[config.mk]
export PLATFORM = sky130hd
export DESIGN_NAME = decap_packet
export DESIGN_NICKNAME = d
export VERILOG_FILES = /design/src/rtl/decap_packet.sv
export SDC_FILE = /design/constraint.sdc
export NUM_CORES = 2
export LEC_CHECK = 0
export ABC_AREA = 1
export ABC_CLOCK_PERIOD_IN_PS = 2750
export CAP_MARGIN = 20
export CORE_AREA = 2 2 431 433
export CTS_BUF_LIST = sky130_fd_sc_hd__clkbuf_8
export DETAILED_ROUTE_END_ITERATION = 16
export DIE_AREA = 0 0 433 435
export GPL_ROUTABILITY_DRIVEN = 0
export GPL_TIMING_DRIVEN = 0
export MAX_ROUTING_LAYER = met4
export SLEW_MARGIN = 20
export SYNTH_ARGS = -nofsm -noshare
export SYNTH_HDL_FRONTEND = slang
export SYNTH_SLANG_ARGS = --single-unit
export TNS_END_PERCENT = 10
[constraint.sdc]
create_clock -name clk -period 2.75 [get_ports clk]
set_input_delay 0.4125 -clock clk [delete_from_list [all_inputs] [get_ports clk]]
set_output_delay 0.4125 -clock clk [all_outputs]
set_load 0.1 [all_outputs]
[src/rtl/decap_packet.sv]
// Reassembles header-tagged Aurora flits into one DFX data+address word and holds
// the word until the consumer takes it; a stalled partial word closes after IDLE_TIMEOUT.
module decap_packet #(
  parameter int DATA_WIDTH             = 1024,
  parameter int ADDR_WIDTH             = 10,
  parameter int DATA_DFX_WIDTH         = DATA_WIDTH + ADDR_WIDTH,
  parameter int RECOGNIZE_ROUTER_WIDTH = 2,
  parameter int NUMBER_PACKET          = 19,
  parameter int TTL_WIDTH              = $clog2(3),
  parameter int HEADER_WIDTH           = RECOGNIZE_ROUTER_WIDTH + $clog2(NUMBER_PACKET) + TTL_WIDTH,
  parameter int AURORA_DATA_WIDTH      = 64,
  parameter int PAYLOAD_WIDTH          = AURORA_DATA_WIDTH - HEADER_WIDTH,
  parameter int IDLE_TIMEOUT           = 16
) (
  input  logic                              clk,
  input  logic                              rst,
  input  logic [AURORA_DATA_WIDTH-1:0]      data_out_port_0,
  input  logic                              data_decap_valid,
  output logic                              ready_decap,
  output logic [DATA_DFX_WIDTH-1:0]         data_dfx_recv,
  output logic                              data_dfx_valid,
  input  logic                              data_dfx_ready,
  output logic [RECOGNIZE_ROUTER_WIDTH-1:0] router_id_recv,
  output logic [TTL_WIDTH-1:0]              ttl_recv,
  output logic                              seq_err
);

  localparam int BUF_W  = DATA_WIDTH + ADDR_WIDTH;
  localparam int IDX_W  = $clog2(NUMBER_PACKET);
  localparam int CNT_W  = $clog2(IDLE_TIMEOUT + 1);
  localparam int IDX_LO = RECOGNIZE_ROUTER_WIDTH;
  localparam int TTL_LO = IDX_LO + IDX_W;

  typedef enum logic [1:0] {S_IDLE, S_COLLECT, S_HOLD} state_t;

  state_t                            state_q, state_d;
  logic [BUF_W-1:0]                  buf_q, buf_d;
  logic [IDX_W-1:0]                  exp_idx;
  logic [CNT_W-1:0]                  idle_cnt;
  logic                              xfer, start, wr, buf_clr, err;

  logic [RECOGNIZE_ROUTER_WIDTH-1:0] flit_rid;
  logic [IDX_W-1:0]                  flit_idx;
  logic [TTL_WIDTH-1:0]              flit_ttl;
  logic [PAYLOAD_WIDTH-1:0]          flit_pay;

  assign flit_rid = data_out_port_0[RECOGNIZE_ROUTER_WIDTH-1:0];
  assign flit_idx = data_out_port_0[IDX_LO +: IDX_W];
  assign flit_ttl = data_out_port_0[TTL_LO +: TTL_WIDTH];
  assign flit_pay = data_out_port_0[AURORA_DATA_WIDTH-1:HEADER_WIDTH];

  assign ready_decap    = !rst && (state_q != S_HOLD);
  assign xfer           = data_decap_valid && ready_decap;
  assign data_dfx_valid = (state_q == S_HOLD);
  assign data_dfx_recv  = data_dfx_valid ? buf_q : '0;

  always_comb begin
    state_d = state_q;
    start   = 1'b0;
    wr      = 1'b0;
    buf_clr = 1'b0;
    err     = 1'b0;
    case (state_q)
      S_IDLE: begin
        if (xfer) begin
          if (flit_idx == '0) begin
            start   = 1'b1;
            state_d = S_COLLECT;
          end else begin
            err = 1'b1;
          end
        end
      end
      S_COLLECT: begin
        if (xfer) begin
          if (flit_idx == exp_idx) begin
            wr = 1'b1;
            if (flit_idx == IDX_W'(NUMBER_PACKET - 1)) state_d = S_HOLD;
          end else begin
            err = 1'b1;
            if (flit_idx == '0) begin
              start = 1'b1;
            end else begin
              buf_clr = 1'b1;
              state_d = S_IDLE;
            end
          end
        end else if (idle_cnt == CNT_W'(IDLE_TIMEOUT - 1)) begin
          state_d = S_HOLD;
        end
      end
      S_HOLD: begin
        if (data_dfx_ready) begin
          buf_clr = 1'b1;
          state_d = S_IDLE;
        end
      end
      default: state_d = S_IDLE;
    endcase
  end

  // Per-flit slice write; the last flit carries only the bits that fit the word.
  for (genvar i = 0; i < NUMBER_PACKET; i++) begin : g_slice
    localparam int LO = i * PAYLOAD_WIDTH;
    localparam int SW = (LO + PAYLOAD_WIDTH > BUF_W) ? (BUF_W - LO) : PAYLOAD_WIDTH;
    assign buf_d[LO +: SW] = ((start || wr) && flit_idx == IDX_W'(i)) ? flit_pay[SW-1:0] :
                             (buf_clr || start)                        ? '0 :
                                                                         buf_q[LO +: SW];
  end

  always_ff @(posedge clk) begin
    if (rst) begin
      state_q        <= S_IDLE;
      buf_q          <= '0;
      exp_idx        <= '0;
      idle_cnt       <= '0;
      router_id_recv <= '0;
      ttl_recv       <= '0;
      seq_err        <= 1'b0;
    end else begin
      state_q <= state_d;
      buf_q   <= buf_d;
      seq_err <= err;
      if (start) begin
        exp_idx        <= IDX_W'(1);
        router_id_recv <= flit_rid;
        ttl_recv       <= flit_ttl;
      end else if (wr) begin
        exp_idx <= exp_idx + 1'b1;
      end else if (buf_clr) begin
        exp_idx <= '0;
      end
      if (xfer || state_q != S_COLLECT) idle_cnt <= '0;
      else                              idle_cnt <= idle_cnt + 1'b1;
    end
  end

endmodule
==> impl_metrics.ini <==
[sta]
fmax_mhz = 293
maxSlewHeadroom_pct = 15.3
setup_ws_ns = -0.659
hold_viol_final = 0
worst_hold_slack_ns = 0.0790
worst_pin_slew_ns = 1.27
post-route-period-util_pct = 124
period_minus_slack_ns = 3.41
slew_viol_final = 0
clock_skew_ns = 0.0503
rsz0062_at_grt = yes
finalSetupViolations = 1865

[placed_design]
dp_hpwl_mm = 225
dp.cells = 10700
dpl-instance-area_um2 = 62900
portBuffers = 1052

[final_layout]
design_area_um2 = 67000
area_delta_synth_final_pct = 38.6
nets = 8540
instances_no_fill = 11100
fillers = 19700
final_layout_size_suffix_gt1_share_pct = 23.2

[hold_path]
hp-start = data_out_port_0[38]
hold_path_class = in -> reg
worstHoldPathCells = 3

[route]
avgViaCountPerCell = 5.16
initialDrtViolationCount = 6937
dr.pass1.iters = 10
post_drt_wl_per_cell_um = 26.8
antenna_left = 0
drc = 0
routed_wl_mm = 298
vias = 57300

[pwr]
clkPwrFrac_pct = 42.5
total_power_uw = 37800
switching_share_pct = 32.4
ir_drop_mv = 0.357
p_int_uw = 25600
p_leak_uw = 0.0329
p_sw_uw = 12300
comb_power_share_pct = 17.2
powerDensity_nw_per_um2 = 565
seq_power_share_pct = 40.4

[global_route]
antenna_found_initial = 19
grt_pass1_vias = 53700
gr-total-overflow = 0
grt_usage_pct = 31.0
grt_start_max_net_pins = 17
grt_pass1_wl_mm = 403

[floorplanning]
die_w_um = 433
dieHeight_um = 435
rows = 158
start_util_pct = 26.3
core_area_um2 = 184000
num_io_pins = 1109
dieArea_um2 = 188000

[synth]
ys_types = 29
syn_nets = 7227
syn_avg_cell_area_um2 = 6.76
syn-instance-count = 7153
syn_area_um2 = 48400
synth_seq_cells = 1051
netlist.area_leader.share_pct = 43.5
yosysTopAreaCell = dfxtp_1
synth.yosys.warnings = 0
synthTopCellsByArea = dfxtp_1, nand3_1, a21oi_1, nand2_1, inv_1
ys_seq_area_share_pct = 43.5

[worst_setup_path]
crit_arrival_ns = 3.00
crit_start = state_q[0]$_SDFFE_PP0P_
r2r_start = state_q[0]$_SDFFE_PP0P_
critPathKind = reg -> out
end_kind = primary output
start_kind = flip-flop
rr_worst_depth = 16
path_max_fanout = 10
r2r_slack_ns = -0.55
cp.required_ns = 2.34

[clock_network]
cts_tree = done
clk_pin_slew_ns = 0.06
clock_latency_ns = 0.94
root_buffer = clkbuf_8
cts.sinks = 1051
cts_max_level = 4
cts_buffers = 182
clockBufferDepth = 3

[run]
drv_cap = 0

[status]
violations = negative setup slack
outcome = finished, violations left
## timing repair
action,CTS,global route
hold buffers,26,0
resized for setup,5371,1177
setup buffers,9,0
pin swaps,7,0
setup endpoints to repair,2074,2057
gates cloned,6,0
endpoints found under the hold margin,141,0
## Yosys cell counts
master and n:
nand4_1 3, dfxtp_1 1051, clkinv_2 1, nor2_1 30, or2_2 1, clkbuf_1 425
nor2_2 5, ha_1 6, o22ai_1 1, nand2_1 1338, inv_2 6, nand3_2 2
xor2_1 3, nor3b_1 1, o21ai_0 6, buf_8 3, buf_1 22, nand2_2 11
nand3_1 1813, buf_4 62, nand4_2 1, buf_6 12, a21oi_1 1046, inv_1 1062
buf_2 225, xnor2_1 1, nand2_4 6, nor3_1 9, a211o_1 1
## state kept, by name, indices dropped and copies added (netlist names)
| register | flops |
|---|---|
| buf_q | 1034 |
| exp_idx | 5 |
| idle_cnt | 5 |
| router_id_recv | 2 |
| state_q | 2 |
| ttl_recv | 2 |
| seq_err | 1 |
## layout make-up
class                           count  area (µm²)  share of cell area (%)
Buffer                            749        4150                    6.18
Tap cell                         2480        3100                    4.63
Inverter                         1069        4040                    6.03
Clock inverter                     90         766                    1.14
Sequential cell                  1051       21000                    31.4
Multi-Input combinational cell   4284       20000                    29.9
Clock buffer                      236        3250                    4.85
Antenna cell                       22        55.1                  0.0821
Timing Repair Buffer             1129       10600                    15.8
## path summary, 6_finish.rpt
| kind | to |
|---|---|
| worst max-delay path | data_dfx_recv[191] |
| worst min register to register | ttl_recv[0]$_SDFFE_PP0P_ |
| worst min-delay path | buf_q[964]$_SDFFE_PP0P_ |
| worst max register to register | buf_q[17]$_SDFFE_PP0P_ |
## power by group through the flow
stage | Sequential, µW | Combinational, µW | Clock [µW]
floorplan | 15600 | 2680 | 0
global placement | 15600 | 5200 | 0
detailed placement | 15600 | 5450 | 0
CTS | 15300 | 6230 | 16100
global route | 15300 | 6750 | 16700
finish | 15300 | 6490 | 16100
## critical path: stages, from the launching register on
cell and delay (ns):
dfxtp_2 0.32, inv_2 0.07, ha_4 0.19, clkbuf_16 0.19, clkbuf_4 0.30, clkbuf_4 0.29
nand2_1 0.23, inv_1 0.14, buf_4 0.30
## layer usage
layer	vias up	share of wire [%]	global-route usage (%)
li1	25500	-	-
met1	27200	35	33.7
met2	3656	48	51.1
met3	898	8.5	5.63
met4	0	8.3	22.1
met5	-	0	-
## stage by stage
step | TNS (ns) | util (%) | setup WS, ns
floorplan | -70.85 | - | -0.237
global placement | -3793.11 | 33.7 | -4.27
detailed placement | -2462.03 | 34.2 | -2.93
CTS | -894.86 | 35.8 | -0.919
global route | -854.90 | 36.4 | -0.748
finish | -629.42 | 36.4 | -0.659
## cells by family (layout without fill, tap and decap cells)
kind of cell               after synthesis  count (layout)  synth area share (%)
AOI/OAI and AO/OA                     1054            1054                  10.9
xor gates and xnor gates                 4               4                0.0724
adders and majority gates                6               6                 0.155
buffers and inverters                 1818            3273                  15.4
DFF                                   1051            1051                  43.5
other                                    0              22                     0
and+or+nand+nor                       3220            3220                  29.9
## placed cells by master (no fill, tap or decap), types with 18 or more instances in the layout
| cell | netlist | final |
|---|---|---|
| clkdlybuf4s15_2 | 0 | 43 |
| clkbuf_8 | 0 | 243 |
| clkbuf_4 | 0 | 262 |
| buf_16 | 0 | 18 |
| buf_4 | 62 | 291 |
| nand3_1 | 1813 | 1813 |
| diode_2 | 0 | 22 |
| nand2_1 | 1338 | 1311 |
| nand2_2 | 11 | 29 |
| dlygate4sd3_1 | 0 | 26 |
| clkinv_2 | 1 | 23 |
| buf_12 | 0 | 109 |
| buf_8 | 3 | 26 |
| buf_6 | 12 | 177 |
| buf_2 | 225 | 512 |
| clkbuf_1 | 425 | 234 |
| dfxtp_1 | 1051 | 1049 |
| a21oi_1 | 1046 | 1046 |
| inv_2 | 6 | 55 |
| nor2_1 | 30 | 29 |
| clkbuf_2 | 0 | 120 |
| inv_1 | 1062 | 1046 |
Power figures use the tool's default switching activity.
